File: config.mk
export PLATFORM = sky130hd
export DESIGN_NAME = led_sequencer
export DESIGN_NICKNAME = d
export VERILOG_FILES = /design/src/rtl/led_seq_pkg.sv /design/src/rtl/led_prescaler.sv /design/src/rtl/led_sequencer.sv
export SDC_FILE = /design/constraint.sdc
export NUM_CORES = 1
export LEC_CHECK = 0
export CAP_MARGIN = 10
export CORE_UTILIZATION = 60
export DETAILED_ROUTE_END_ITERATION = 10
export GPL_TIMING_DRIVEN = 0
export PLACE_DENSITY = 0.8
export SYNTH_ARGS = -nofsm -noshare
export SYNTH_HDL_FRONTEND = slang
export SYNTH_SLANG_ARGS = --single-unit
File: constraint.sdc
create_clock -name clk -period 2.95 [get_ports clk]
set_input_delay 0.885 -clock clk [delete_from_list [all_inputs] [get_ports clk]]
set_output_delay 0.885 -clock clk [all_outputs]
set_load 0.005 [all_outputs]
File: src/rtl/led_seq_pkg.sv
// rtl/led_seq_pkg.sv - shared mode encoding and start-pattern helper for the LED sequencer
package led_seq_pkg;

    typedef enum logic [1:0] {
        MODE_CHASE_UP   = 2'b00,
        MODE_CHASE_DOWN = 2'b01,
        MODE_BOUNCE     = 2'b10,
        MODE_BLINK      = 2'b11
    } led_mode_e;

    // Bit idx of the pattern loaded when a new mode takes effect on an n-LED strip.
    // Returned per bit so the caller can size the vector to its own NUM_LEDS.
    function automatic logic start_pattern(input logic [1:0] mode, input int n, input int idx);
        case (mode)
            MODE_CHASE_DOWN: return (idx == n - 1);
            MODE_BLINK:      return 1'b1;
            default:         return (idx == 0);
        endcase
    endfunction

endpackage

File: src/rtl/led_prescaler.sv
// rtl/led_prescaler.sv - step-rate prescaler producing a one-cycle tick every TICK_DIV>>speed cycles
module led_prescaler #(
    parameter int TICK_DIV = 2500000,
    parameter int CNT_W    = $clog2(TICK_DIV)
) (
    input  logic       clk,
    input  logic       rst,
    input  logic       en,
    input  logic [1:0] speed,
    output logic       tick
);

    logic [CNT_W-1:0] cnt;
    logic [CNT_W-1:0] limit_m1;

    // Terminal count for the selected rate; a >= compare lets a sudden speed-up
    // that strands cnt above the new limit tick at once instead of wrapping.
    always_comb begin
        limit_m1 = CNT_W'((TICK_DIV >> speed) - 1);
        tick     = en && (cnt >= limit_m1);
    end

    // Free-running counter, frozen while disabled, cleared on every tick.
    always_ff @(posedge clk or posedge rst) begin
        if (rst) begin
            cnt <= '0;
        end else if (en) begin
            if (tick) begin
                cnt <= '0;
            end else begin
                cnt <= cnt + 1'b1;
            end
        end
    end

endmodule

File: src/rtl/led_sequencer.sv
// rtl/led_sequencer.sv - LED pattern generator: chase up/down, bounce and blink on a prescaled tick
module led_sequencer #(
    parameter int NUM_LEDS = 4,
    parameter int TICK_DIV = 2500000,
    parameter int CNT_W    = $clog2(TICK_DIV)
) (
    input  logic                clk,
    input  logic                rst,
    input  logic                en,
    input  logic [1:0]          mode,
    input  logic [1:0]          speed,
    output logic [NUM_LEDS-1:0] led,
    output logic                dir,
    output logic                step_pulse
);

    import led_seq_pkg::*;

    logic                tick;
    led_mode_e           mode_q;
    led_mode_e           mode_q_d;
    logic [NUM_LEDS-1:0] led_d;
    logic                dir_d;
    logic [NUM_LEDS-1:0] start_vec;
    logic [NUM_LEDS-1:0] rot_l;
    logic [NUM_LEDS-1:0] rot_r;
    logic [NUM_LEDS-1:0] shl;
    logic [NUM_LEDS-1:0] shr;

    led_prescaler #(
        .TICK_DIV (TICK_DIV),
        .CNT_W    (CNT_W)
    ) u_prescaler (
        .clk   (clk),
        .rst   (rst),
        .en    (en),
        .speed (speed),
        .tick  (tick)
    );

    // Candidate next vectors; the rotate forms collapse to identity when NUM_LEDS is 1.
    always_comb begin
        start_vec = '0;
        for (int i = 0; i < NUM_LEDS; i++) begin
            start_vec[i] = start_pattern(mode, NUM_LEDS, i);
        end
        rot_l = (led << 1) | (led >> (NUM_LEDS - 1));
        rot_r = (led >> 1) | (led << (NUM_LEDS - 1));
        shl   = led << 1;
        shr   = led >> 1;
    end

    // Next-state: a tick either reloads for a newly requested mode or advances the current one.
    always_comb begin
        mode_q_d = mode_q;
        led_d    = led;
        dir_d    = dir;
        if (tick) begin
            if (mode != mode_q) begin
                mode_q_d = led_mode_e'(mode);
                led_d    = start_vec;
                case (led_mode_e'(mode))
                    MODE_CHASE_UP:   dir_d = 1'b1;
                    MODE_CHASE_DOWN: dir_d = 1'b0;
                    MODE_BOUNCE:     dir_d = 1'b1;
                    default:         dir_d = dir;
                endcase
            end else begin
                case (mode_q)
                    MODE_CHASE_UP:   led_d = rot_l;
                    MODE_CHASE_DOWN: led_d = rot_r;
                    MODE_BOUNCE: begin
                        // A single LED has nowhere to bounce to, so it simply stays lit.
                        if (NUM_LEDS > 1) begin
                            if (dir) begin
                                if (led[NUM_LEDS-1]) begin
                                    led_d = shr;
                                    dir_d = 1'b0;
                                end else begin
                                    led_d = shl;
                                end
                            end else begin
                                if (led[0]) begin
                                    led_d = shl;
                                    dir_d = 1'b1;
                                end else begin
                                    led_d = shr;
                                end
                            end
                        end
                    end
                    MODE_BLINK:      led_d = ~led;
                    default:         led_d = led;
                endcase
            end
        end
    end

    // Output and mode registers; all three outputs move on the same edge after a tick.
    always_ff @(posedge clk or posedge rst) begin
        if (rst) begin
            mode_q     <= MODE_CHASE_UP;
            led        <= NUM_LEDS'(1);
            dir        <= 1'b1;
            step_pulse <= 1'b0;
        end else begin
            mode_q     <= mode_q_d;
            led        <= led_d;
            dir        <= dir_d;
            step_pulse <= tick;
        end
    end

endmodule
# --- Yosys cells after proc, flatten, opt, wreduce, memory -nomap -nowiden ---
# Cells that the tools add are included.
word_totals:
  reg_bits: 30
  latch_bits: 0
  ram_bits: 0
  mem_bits_ro: 0
  in_bits: 7
  memories: 0
classes:
  n_addsub: 2
  mul: 0
  div: 0
  order_cmp: 1
  n_eq_ne: 8
  shift: 1
  mux: 15
  n_bitwise: 3
  reduce_logical: 8
op_table:
  columns: ["op", "n"]
  rows:
  - ["$add 22x1->22 const B", 1]
  - ["$ge 22x22->1", 1]
  - ["$mux 22", 1]
  - ["$shr 22x2->22 const A", 1]
  - ["$sub 22x2->22 const B", 1]
  - ["$mux 4", 4]
  - ["$pmux 4 s4", 1]
  - ["$eq 2x2->1 const B", 4]
  - ["$mux 1", 8]
  - ["$eq 2x1->1 const B", 2]
  - ["$logic_not 2->1", 2]
  - ["$not 4->4", 1]
  - ["$or 3x4->4", 1]
  - ["$or 4x1->4", 1]
  - ["$reduce_or 2->1", 2]
  - ["$ne 3x2->1 const B", 1]
  - ["$reduce_and 3->1", 1]
  - ["$ne 2x2->1", 1]
  - ["$pmux 1 s2", 1]
  - ["$reduce_and 2->1", 1]
  - ["$reduce_bool 2->1", 1]
  - ["$logic_and 1x1->1", 1]

# --- Longest topological paths before layout ---
# Gate-level depths: netlist of run 1.
logic_depth:
  depth_word: 5
  depth_mapped: 12
  ltp_nobuf: 10

# --- Modules after synthesis ---
# Synthesis of run 1 repeated with hierarchy kept, for this count alone.
hier_totals:
  cells_unflattened: 253
  hier_area_um2: 2297.2
by_module_without_submodules:
  columns: ["mod", "instances", "cells_per_inst", "area_per_inst_um2"]
  rows:
  - ["led_prescaler", 1, 178, 1636.6]
  - ["led_sequencer", 1, 75, 660.6]

# --- Worst setup path after synthesis of run 1 ---
# Ideal clock, no wire load.
synth_timing:
  path_type: "input port to flip-flop"
  start: "input port speed[0]"
  end: "register led[3]"
  setup_ns: 0.125
  t_arrival_ns: 3.231
  required_ns: 2.825
  path_slack_ns: -0.406
  stages: 11
  n_path_buf: 1
  cell_sequence: "inv_1 ha_1 inv_1 ha_1 a21o_1 a221o_1 a221o_1 a2111o_1 and2_1 buf_6 mux2_4"
synth_via:
  elab_chain_cells: 4
synth_rtl:
  columns: ["item", "line_no", "rtl"]
  rows:
  - ["from (decl)", "led_sequencer.sv:11", "input logic [1:0] speed,"]
  - ["$shr 22x2->22", "led_prescaler.sv:19", "limit_m1 = CNT_W'((TICK_DIV >> speed) - 1);"]
  - ["$sub 22x2->22", "led_prescaler.sv:19", null]
  - ["$ge 22x22->1", "led_prescaler.sv:20", "tick = en && (cnt >= limit_m1);"]
  - ["$logic_and 1x1->1", "led_prescaler.sv:20", null]
  - ["to (signal assigned)", "led_sequencer.sv:108", "led <= led_d;"]
  - ["to (decl)", "led_sequencer.sv:12", "output logic [NUM_LEDS-1:0] led,"]
# No other way between the ends.
# A chain may end at the register's enable or synchronous reset.

# --- Worst setup path in the final report of run 1 ---
layout_timing:
  start: "input port speed[1]"
  end: "register led[3]"
# The elaborated chain is that of the path after synthesis.

==> results.ini, run 1 <==
[floorplanning]
start_util = 0.6479
ios = 13
placementRows = 21
fp.dieH_um = 63.20
die_x_um = 63.20
dieArea_um2 = 3994
core_um2 = 3468

[logic_synthesis]
synth_top_area_share = 0.3118
yosys_most_used_dff = dfrtp_1
synth-simple-area-share = 0.1988
synth_top_family_by_area = simple AND/OR/NAND/NOR gates
synth-compound-area-share = 0.1687
yosysSeqAreaShare = 0.3352
synth_edf_count = 0
ys_warn_count = 0
yosys-top-cells-count = dfrtp_1 (28), nor2_1 (28), ha_1 (27)
yosysTopAreaCell = dfrtp_1
ys_ff_latch = 30
muxShareOfSynthArea = 0.01615
synth_cells = 259
syn-mean-instance-area_um2 = 8.676
synth_area_um2 = 2247
syn_nets = 293
synth_area_leaders = dfrtp_1 (31%), ha_1 (15%), nor2_1 (4.7%)
ys_async_sr_fraction = 1.000
netlist-cell-type-count = 45
synthXorXnorAreaFrac = 0.07405
yosys.area_share.adder = 0.1503

[timing]
hold_viol = 0
finalCritPeriodShare = 0.9885
slew_headroom = 0.6617
finalWorstSetupSlack_ps = 33.99
worst_clock_skew_ps = 4.329
setup_viol = 0
final_max_slew_viol_count = 0
tightest_slew_ps = 503.2
min_period_ps = 2916
fmax_mhz = 342.9
grt_setup_unrepaired = true

[clocking]
clockBufferDepth = 2
htree_levels = 2
cts_made_buffers = 5
cts_root_buffer = clkbuf_8
clk_pin_slew_ps = 70
cts_tree = yes
clk_latency_ps = 280
numClockSinks = 30
ctsHoldBuffers = 0

[min_path]
worstHoldPathCells = 2
min_from = led[0]
worst_hold_path_type = reg -> reg
min_to = led[0]

[critical_path]
cp-start-kind = input pin
rr_worst_depth = 7
crit_cells = 11
required_ps = 3120
critPathBufInv = 3
cpPeakStageDelay_ps = 350
r2r_end = led[3]
worstPathMaxFanout = 5
arrival_ps = 3090
ff2ff_setup_slack_ps = 500
critical_path_class = in -> reg
crit_chain = buf_12, inv_16, ha_4, inv_4, ha_4, a21o_1, a221o_1, a221o_1, a2111o_1, and2_4, mux2_4
reg2reg_from = u_prescaler.cnt[7]
crit_path_end_kind = flip-flop
cp_top_family = compound AO/OA/AOI/OAI gates
crit_slowest_cell = a2111o_1

[place]
place_ws_ps = -1162
place_congestion = 0.8613
port_buffers = 12
dp_hpwl_um = 3528

[finish]
syn2layout_area_growth_pct = 22.83
diodes = 0
nNetsFinal = 320
drive_above_1_share = 0.1429

[global_route]
antenna_found_initial = 0
grt_pass1_vias = 1862
grt_pass1_wl_um = 8549
grt.overflow.total = 0
grt_max_degree = 31
track_usage = 0.2753

[routing]
via_count = 1949
drc = 0
post_drt_wl_per_cell_um = 15.14
first_pass_iters = 4
via_per_inst = 5.853
routed_wirelength_um = 5040
ant_nets = 0
first_iter_violations = 144

[power]
ir_drop_uv = 315.5
pwr-share-seq = 0.428
p_leak_nw = 1.256
switching_power_mw = 0.3539
p_int_mw = 0.8249
powerDensity_nw_per_um2 = 427.1
switching_share = 0.3002
pwr-share-comb = 0.216
pwr-share-clk = 0.356
total_power_mw = 1.179

[status]
status = completed

[flow_run]
max_cap_violations = 0

-- metal layers --
| metal | track usage | vias up | part of all wire |
|---|---|---|---|
| met2 | 0.4301 | 39 | 0.46 |
| met3 | 0.05072 | 5 | 0.040 |
| met4 | 0.07670 | 0 | 0.0069 |
| met5 | 0 | - | 0 |
| li1 | - | 982 | - |
| met1 | 0.3893 | 923 | 0.49 |
-- power by group through the flow --
stage          Clock, mW  Combinational, mW  Sequential (mW)
2_1_floorplan          0              0.177            0.497
3_3_place_gp           0              0.222            0.513
3_5_place_dp           0              0.230            0.513
4_1_cts            0.424              0.241            0.506
5_1_grt            0.442              0.288            0.513
6_report           0.420              0.254            0.505
-- worst max path at each step --
stage	start	end	slack [ps]
after floorplan	speed[1]	led[3]	-120
after global placement	speed[1]	led[3]	-1170
after detailed placement	speed[1]	led[3]	-1160
after CTS	speed[0]	led[3]	-20
after global routing	speed[0]	led[3]	-30
final	speed[1]	led[3]	30
-- area by class of cell --
| cell class | instances | area (µm²) |
|---|---|---|
| fillers | 250 | 708.2 |
| flip-flops and latches | 30 | 753.2 |
| inverters | 18 | 93.84 |
| well taps | 46 | 57.56 |
| clock buffers | 6 | 72.57 |
| clock inverters | 2 | 37.54 |
| repair buffers | 21 | 222.7 |
| plain buffers | 9 | 52.55 |
| multi-input cells | 201 | 1470 |
-- worst reg2reg max path, stage by stage (launching register included) --
cell      delay, ps
dfrtp_1         450
ha_4            270
a21o_1          170
a221o_1         290
a221o_1         310
a2111o_1        350
and2_4          200
mux2_4          300
-- logic make-up (layout without fill, tap and decap cells) --
family | count (synthesis) | in the layout
AO/OA/AOI/OAI | 60 | 60
adder cells (fa/ha/maj) | 27 | 27
multiplexers | 3 | 3
flip-flops | 30 | 30
AND/OR/NAND/NOR | 92 | 92
XOR/XNOR | 19 | 19
buffers and inverters | 28 | 56
-- metrics by stage --
| stage | TNS, ps | cells | hold slack [ps] | area (µm²) | util |
|---|---|---|---|---|---|
| after floorplan | -160.7 | 259 | 492.2 | 2342 | - |
| after global placement | -31340 | 317 | 508.8 | 2520 | 0.7266 |
| after detailed placement | -31610 | 317 | 518.4 | 2520 | 0.7266 |
| after CTS | -15.15 | 330 | 529.4 | 2698 | 0.7778 |
| after global routing | -85.22 | 333 | 542.8 | 2760 | 0.7958 |
| final | 0 | 333 | 530.0 | 2760 | 0.7958 |
-- registers in the layout, summed over array words and instances, names as in the netlist --
signal           cells
u_prescaler.cnt     22
led                  4
mode_q               2
dir                  1
step_pulse           1
-- placed cells by master, fill, tap and decap left out, types with 10 or more instances in the layout --
cell type and count:
nor2_1 28, a21oi_1 15, o21ai_0 14, clkdlybuf4s50_1 10, xnor2_1 10, nand2_1 19, nand3_1 12, ha_1 21
dfrtp_1 28, inv_1 14
-- timing repair --
action | CTS | global route
pin swaps | 4 | 2
buffers inserted | 6 | 2
resized for setup | 22 | 5
setup endpoints to repair | 30 | 26
No activity file was read; power rests on OpenSTA's default activity.
==> run 2, diff against run 1 <==
Settings changed: MAX_ROUTING_LAYER set to met4.
==> results.ini, run 2 (synthesis gave the netlist of run 1 again) <==
[floorplanning]
start_util = 0.6479  ; unchanged
placementRows = 21  ; unchanged
core_um2 = 3468  ; unchanged
dieArea_um2 = 3994  ; unchanged
ios = 13  ; unchanged
fp.dieH_um = 63.20  ; unchanged
die_x_um = 63.20  ; unchanged

[finish]
final_cells = 333  ; unchanged
nNetsFinal = 320  ; unchanged
reg.largest.list = u_prescaler.cnt (22), led (4), mode_q (2)
multi_input_area_um2 = 1470  ; unchanged
final_area_um2 = 2760  ; unchanged
syn2layout_area_growth_pct = 22.83  ; unchanged
fillers = 250  ; unchanged
regArea_um2 = 753.2  ; unchanged
final_cell_mix = nor2_1 (28), dfrtp_1 (28), ha_1 (21)
diodes = 0  ; unchanged
final_core_utilization = 0.7958  ; unchanged
drive_above_1_share = 0.1429  ; unchanged
largest_reg_flops = 22  ; unchanged
largest_register = u_prescaler.cnt

[clocking]
cts_root_buffer = clkbuf_8
cts_made_buffers = 5  ; unchanged
clk_latency_ps = 280  ; about the same
numClockSinks = 30  ; unchanged
clockBufferDepth = 2  ; unchanged
ctsHoldBuffers = 0  ; unchanged
htree_levels = 2  ; unchanged
clk_pin_slew_ps = 70  ; about the same
cts_tree = yes

[routing]
first_pass_iters = 4  ; unchanged
ant_nets = 0  ; unchanged
routed_wirelength_um = 5027  ; -0.26%
via_per_inst = 5.904  ; +0.87%
drc = 0  ; unchanged
post_drt_wl_per_cell_um = 15.10  ; -0.26%
first_iter_violations = 141  ; -2.1%
via_count = 1966  ; +0.87%

[power]
pwr-share-clk = 0.357  ; about the same
pwr-share-seq = 0.428  ; about the same
ir_drop_uv = 316.5  ; +0.30%
total_power_mw = 1.179  ; about the same
switching_power_mw = 0.3537  ; about the same
p_int_mw = 0.8248  ; about the same
p_leak_nw = 1.256  ; unchanged
pwr-share-comb = 0.215  ; about the same
switching_share = 0.3001  ; about the same
powerDensity_nw_per_um2 = 427.0  ; about the same

[min_path]
worst_hold_path_type = reg -> reg
worstHoldPathCells = 2  ; unchanged
min_to = led[0]
min_from = led[0]

[timing]
tns_ps = 0  ; unchanged
grt_setup_unrepaired = true
finalCritPeriodShare = 0.9866  ; -0.001869
min_period_ps = 2910  ; -5.513 ps
fmax_mhz = 343.6  ; +0.19%
worst_clock_skew_ps = 2.022  ; -2.307 ps
tightest_slew_ps = 493.6  ; -9.626 ps
final_max_slew_viol_count = 0  ; unchanged
slew_headroom = 0.6682  ; +0.006470
hold_viol = 0  ; unchanged
setup_viol = 0  ; unchanged

[place]
dpl-instance-area_um2 = 2520  ; unchanged
place_congestion = 0.8752  ; +1.6%
port_buffers = 12  ; unchanged
placedCellCount = 317  ; unchanged
dp_hpwl_um = 3528  ; unchanged

[flow_run]
max_cap_violations = 0  ; unchanged

[critical_path]
cp-start-kind = input pin
required_ps = 3120  ; about the same
rr_worst_depth = 7  ; unchanged
r2r_end = led[3]
arrival_ps = 3080  ; about the same
worstPathMaxFanout = 5  ; unchanged
reg2reg_from = u_prescaler.cnt[7]
critical_path_class = in -> reg
ff2ff_setup_slack_ps = 510  ; about the same
crit_path_end_kind = flip-flop

[global_route]
grt_pass1_wl_um = 8556  ; about the same
antenna_found_initial = 0  ; unchanged
grt_pass1_vias = 1865  ; +0.16%
track_usage = 0.2832  ; +0.007893
grt_max_degree = 31  ; unchanged
grt.overflow.total = 0  ; unchanged

[status]
status = completed

## run 2: cell counts in the layout (fill, tap and decap cells not counted)
No cell type changed its count.
## run 2: how the worst max path moves through the flow
| stage | startpoint | slack, ps | depth (start not counted) | endpoint |
|---|---|---|---|---|
| 5_1_grt | speed[0] | -30 | 11 | led[3] |
| 3_5_place_dp | speed[1] | -1160 | 10 | led[3] |
| 2_1_floorplan | speed[1] | -120 | 11 | led[3] |
| 6_report | speed[1] | 40 | 11 | led[3] |
| 4_1_cts | speed[0] | -20 | 11 | led[3] |
| 3_3_place_gp | speed[1] | -1170 | 10 | led[3] |
## run 2: per-stage QoR
step	setup slack (ps)	hold WS, ps
2_1_floorplan	-121.5	492.2
3_5_place_dp	-1162	518.4
3_3_place_gp	-1166	508.8
5_1_grt	-33.80	542.8
6_report	39.51	531.3
4_1_cts	-15.15	529.4
## run 2: critical path, stage by stage
cell      delay (ps)
buf_12           110
inv_16            30
ha_4             280
inv_4             40
ha_4             140
a21o_1           140
a221o_1          300
a221o_1          310
a2111o_1         340
and2_4           190
mux2_4           290
## run 2: power groups by stage
| stage | clock [mW] | sequential (mW) | combinational [mW] |
|---|---|---|---|
| after detailed placement | 0 | 0.513 | 0.230 |
| after global placement | 0 | 0.513 | 0.222 |
| after global routing | 0.442 | 0.513 | 0.288 |
| after CTS | 0.424 | 0.506 | 0.241 |
| after floorplan | 0 | 0.497 | 0.177 |
| final | 0.420 | 0.505 | 0.254 |
## run 2: timing repair
action                                  4_1_cts  5_1_grt
buffers inserted                              6        2
pin swaps                                     4        2
endpoints found under the setup margin       30       26
resized for setup                            22        5
## run 2: layout make-up
type	instances	area share
tap	46	0.02085
inverter	18	0.03400
clock inverter	2	0.01360
buffer	9	0.01904
multi-input combinational	201	0.5326
timing repair buffer	21	0.08069
clock buffer	6	0.02629
sequential	30	0.2729
## run 2: routing by layer
| metal | vias up | routed length (µm) | global-route usage |
|---|---|---|---|
| met5 | - | 0 | - |
| met4 | 0 | 46 | 0.07670 |
| met3 | 5 | 264 | 0.05072 |
| met2 | 49 | 2321 | 0.4288 |
| met1 | 932 | 2395 | 0.3905 |
| li1 | 980 | - | - |
==> run 3, diff against run 2 <==
Settings changed: SYNTH_HIERARCHICAL set to 1.
==> results.ini, run 3 <==
[power]
pwr-share-seq = 0.481  ; +0.053
ir_drop_uv = 476.7  ; +51%
p_leak_nw = 1.226  ; -2.4%
powerDensity_nw_per_um2 = 368.6  ; -14%
p_int_mw = 0.7266  ; -12%
switching_power_mw = 0.3105  ; -12%
pwr-share-clk = 0.320  ; -0.037
switching_share = 0.2994  ; -0.0007303
total_power_mw = 1.037  ; -12%
pwr-share-comb = 0.198  ; -0.017

[critical_path]
cpPeakStageDelay_ps = 290  ; -50 ps
required_ps = 3160  ; +40 ps
critical_path_class = in -> reg
cp-start-kind = input pin
arrival_ps = 3180  ; +100 ps
ff2ff_setup_slack_ps = 590  ; +80 ps
crit_chain = buf_12, clkinvlp_4, ha_1, inv_2, ha_1, a21oi_1, o21ai_1, a221oi_2, o2111ai_2, and2_4, buf_12, buf_8, or2b_4, a21oi_2
crit_path_end_kind = flip-flop
crit_slowest_cell = a221oi_2
worstPathMaxFanout = 5  ; unchanged

[clocking]
htree_levels = 2  ; unchanged
cts_made_buffers = 5  ; unchanged
numClockSinks = 30  ; unchanged
clk_latency_ps = 280  ; about the same
cts_root_buffer = clkbuf_8
cts_tree = yes
clk_pin_slew_ps = 60  ; about the same
clockBufferDepth = 2  ; unchanged

[routing]
first_iter_violations = 100  ; -29%
via_count = 1905  ; -3.1%
via_per_inst = 5.826  ; -1.3%
first_pass_iters = 4  ; unchanged
post_drt_wl_per_cell_um = 15.11  ; about the same
ant_nets = 0  ; unchanged
routed_wirelength_um = 4940  ; -1.7%
drc = 0  ; unchanged

[logic_synthesis]
synth-simple-area-share = 0.2217  ; +0.02290
yosys.area_share.adder = 0.1471  ; -0.003275
syn-mean-instance-area_um2 = 9.080  ; +4.7%
synth_top_family_by_area = simple AND/OR/NAND/NOR gates
synth_top_area_share = 0.3050  ; -0.006793
muxShareOfSynthArea = 0.008715  ; -0.007432
yosysTopAreaCell = dfrtp_1
synth_cells = 253  ; -2.3%
synthXorXnorAreaFrac = 0.08388  ; +0.009825
syn_nets = 287  ; -2.0%
ys_ff_latch = 30  ; unchanged
ys_async_sr_fraction = 1.000  ; unchanged
synth_edf_count = 0  ; unchanged
ys_warn_count = 6  ; +6
netlist-cell-type-count = 54  ; +20%
yosysMostFrequentCell = nor2_1
synth_area_leaders = dfrtp_1 (31%), ha_1 (15%), xor2_1 (5.7%)
synth_area_um2 = 2297  ; +2.2%
synth-compound-area-share = 0.1432  ; -0.02546
yosys-top-cells-count = nor2_1 (30), dfrtp_1 (28), ha_1 (27)
yosys_most_used_dff = dfrtp_1
yosysSeqAreaShare = 0.3279  ; -0.007303

[finish]
drive_above_1_share = 0.2115  ; +0.06861
largest_reg_flops = 22  ; unchanged
final_common_cell = nor2_1
reg.largest.list = u_prescaler/cnt (22), led (4), mode_q (2)
diodes = 0  ; unchanged
syn2layout_area_growth_pct = 22.49
nNetsFinal = 313  ; -2.2%
multi_input_area_um2 = 1534  ; +4.3%
final_cell_mix = nor2_1 (30), dfrtp_1 (28), nand2_1 (20)
fillers = 263  ; +5.2%
largest_register = u_prescaler/cnt
regArea_um2 = 753.2  ; unchanged

[timing]
hold_viol = 0  ; unchanged
setup_viol = 1  ; +1
grt_setup_unrepaired = true
slew_headroom = 0.4473  ; -0.2209
finalWorstSetupSlack_ps = -18.05  ; -57.55 ps
finalCritPeriodShare = 1.006  ; +0.01951
tns_ps = -18.05  ; -18.05 ps
worst_clock_skew_ps = 8.067  ; +6.045 ps
tightest_slew_ps = 828.1  ; +334.5 ps
final_max_slew_viol_count = 0  ; unchanged
fmax_mhz = 336.9  ; -1.9%
worst_hold_slack_ps = 571.3  ; +39.99 ps
min_period_ps = 2968  ; +57.55 ps

[global_route]
track_usage = 0.2738  ; -0.009354
grt.overflow.total = 0  ; unchanged
grt_pass1_wl_um = 8390  ; -1.9%
grt_pass1_vias = 1874  ; +0.48%
antenna_found_initial = 0  ; unchanged
grt_max_degree = 23  ; -26%

[flow_run]
max_cap_violations = 0  ; unchanged

[floorplanning]
dieArea_um2 = 4080  ; +2.1%
fp.dieH_um = 63.88  ; +1.1%
ios = 13  ; unchanged
die_x_um = 63.88  ; +1.1%
start_util = 0.6275  ; -0.02043
core_um2 = 3661  ; +5.6%
placementRows = 22  ; +4.8%

[status]
violations = setup timing
status = complete, but fails checks

[min_path]
worst_hold_path_type = reg -> reg

[place]
port_buffers = 11  ; -1
place_congestion = 0.8331  ; -4.8%
dp_hpwl_um = 3442  ; -2.4%

run 3: cell types whose count changed in the layout (fill, tap and decap cells not counted), moves of 4 or more:
cell	delta
a31oi_1	-5
clkbuf_1	-4
inv_2	+4
o21ai_0	-7
xor2_1	+6
run 3: final timing paths:
check | start | endpoint | cells past startpoint
setup / recovery | speed[0] | led[2] | 14
hold / removal | u_prescaler/cnt[12] | u_prescaler/cnt[12] | 2
setup reg to reg | u_prescaler/cnt[11] | led[2] | 10
hold reg to reg | u_prescaler/cnt[12] | u_prescaler/cnt[12] | 2
max in group asynchronous | rst | u_prescaler/cnt[17] | 2
min in group asynchronous | rst | led[2] | 2
run 3: stage by stage:
| stage | cell area (µm²) | instances | utilization | worst slack, ps |
|---|---|---|---|---|
| after floorplan | 2384 | 253 | - | -217.0 |
| after global placement | 2554 | 312 | 0.6975 | -1231 |
| after detailed placement | 2554 | 312 | 0.6975 | -1233 |
| after CTS | 2740 | 326 | 0.7485 | 5.883 |
| after global routing | 2814 | 327 | 0.7686 | -112.1 |
| final | 2814 | 327 | 0.7686 | -18.05 |
run 3: power by group through the flow:
stage	Clock (mW)	Combinational, mW	Sequential [mW]
2_1_floorplan	0	0.150	0.490
3_3_place_gp	0	0.183	0.504
3_5_place_dp	0	0.192	0.505
4_1_cts	0.340	0.197	0.498
5_1_grt	0.356	0.235	0.505
6_report	0.332	0.206	0.499
run 3: layout make-up:
type,count,share of cell area
tap,48,0.02134
sequential,30,0.2677
buffer,8,0.03157
clock buffer,7,0.03068
multi-input combinational,195,0.5451
timing repair buffer,20,0.07603
inverter,19,0.02757
run 3: critical path: cells and delay by family:
family	cells	cell delay [ps]
fa+ha+maj	2	460
simple gates	2	420
compound gates	5	870
buf+inv	5	530
run 3: cells by family after synthesis:
family,after synthesis
AO/OA/AOI/OAI,47
XOR/XNOR,22
adder cells (fa/ha/maj),27
buffers and inverters,28
flip-flops,30
multiplexers,2
AND/OR/NAND/NOR,97
run 3: per-layer routing:
| layer | track usage | up-vias | routed length (µm) |
|---|---|---|---|
| met2 | 0.4548 | 38 | 2429 |
| met4 | 0.09659 | 0 | 72 |
| met5 | - | - | 0 |
| met1 | 0.3371 | 921 | 2271 |
| li1 | - | 939 | - |
| met3 | 0.04286 | 7 | 166 |
run 3: repair_timing:
action,CTS,global route
gates resized for setup,20,12
hold buffers,0,0
gates cloned,1,0
endpoints found under the setup margin,30,8
pin swaps,6,2
setup buffers,7,1
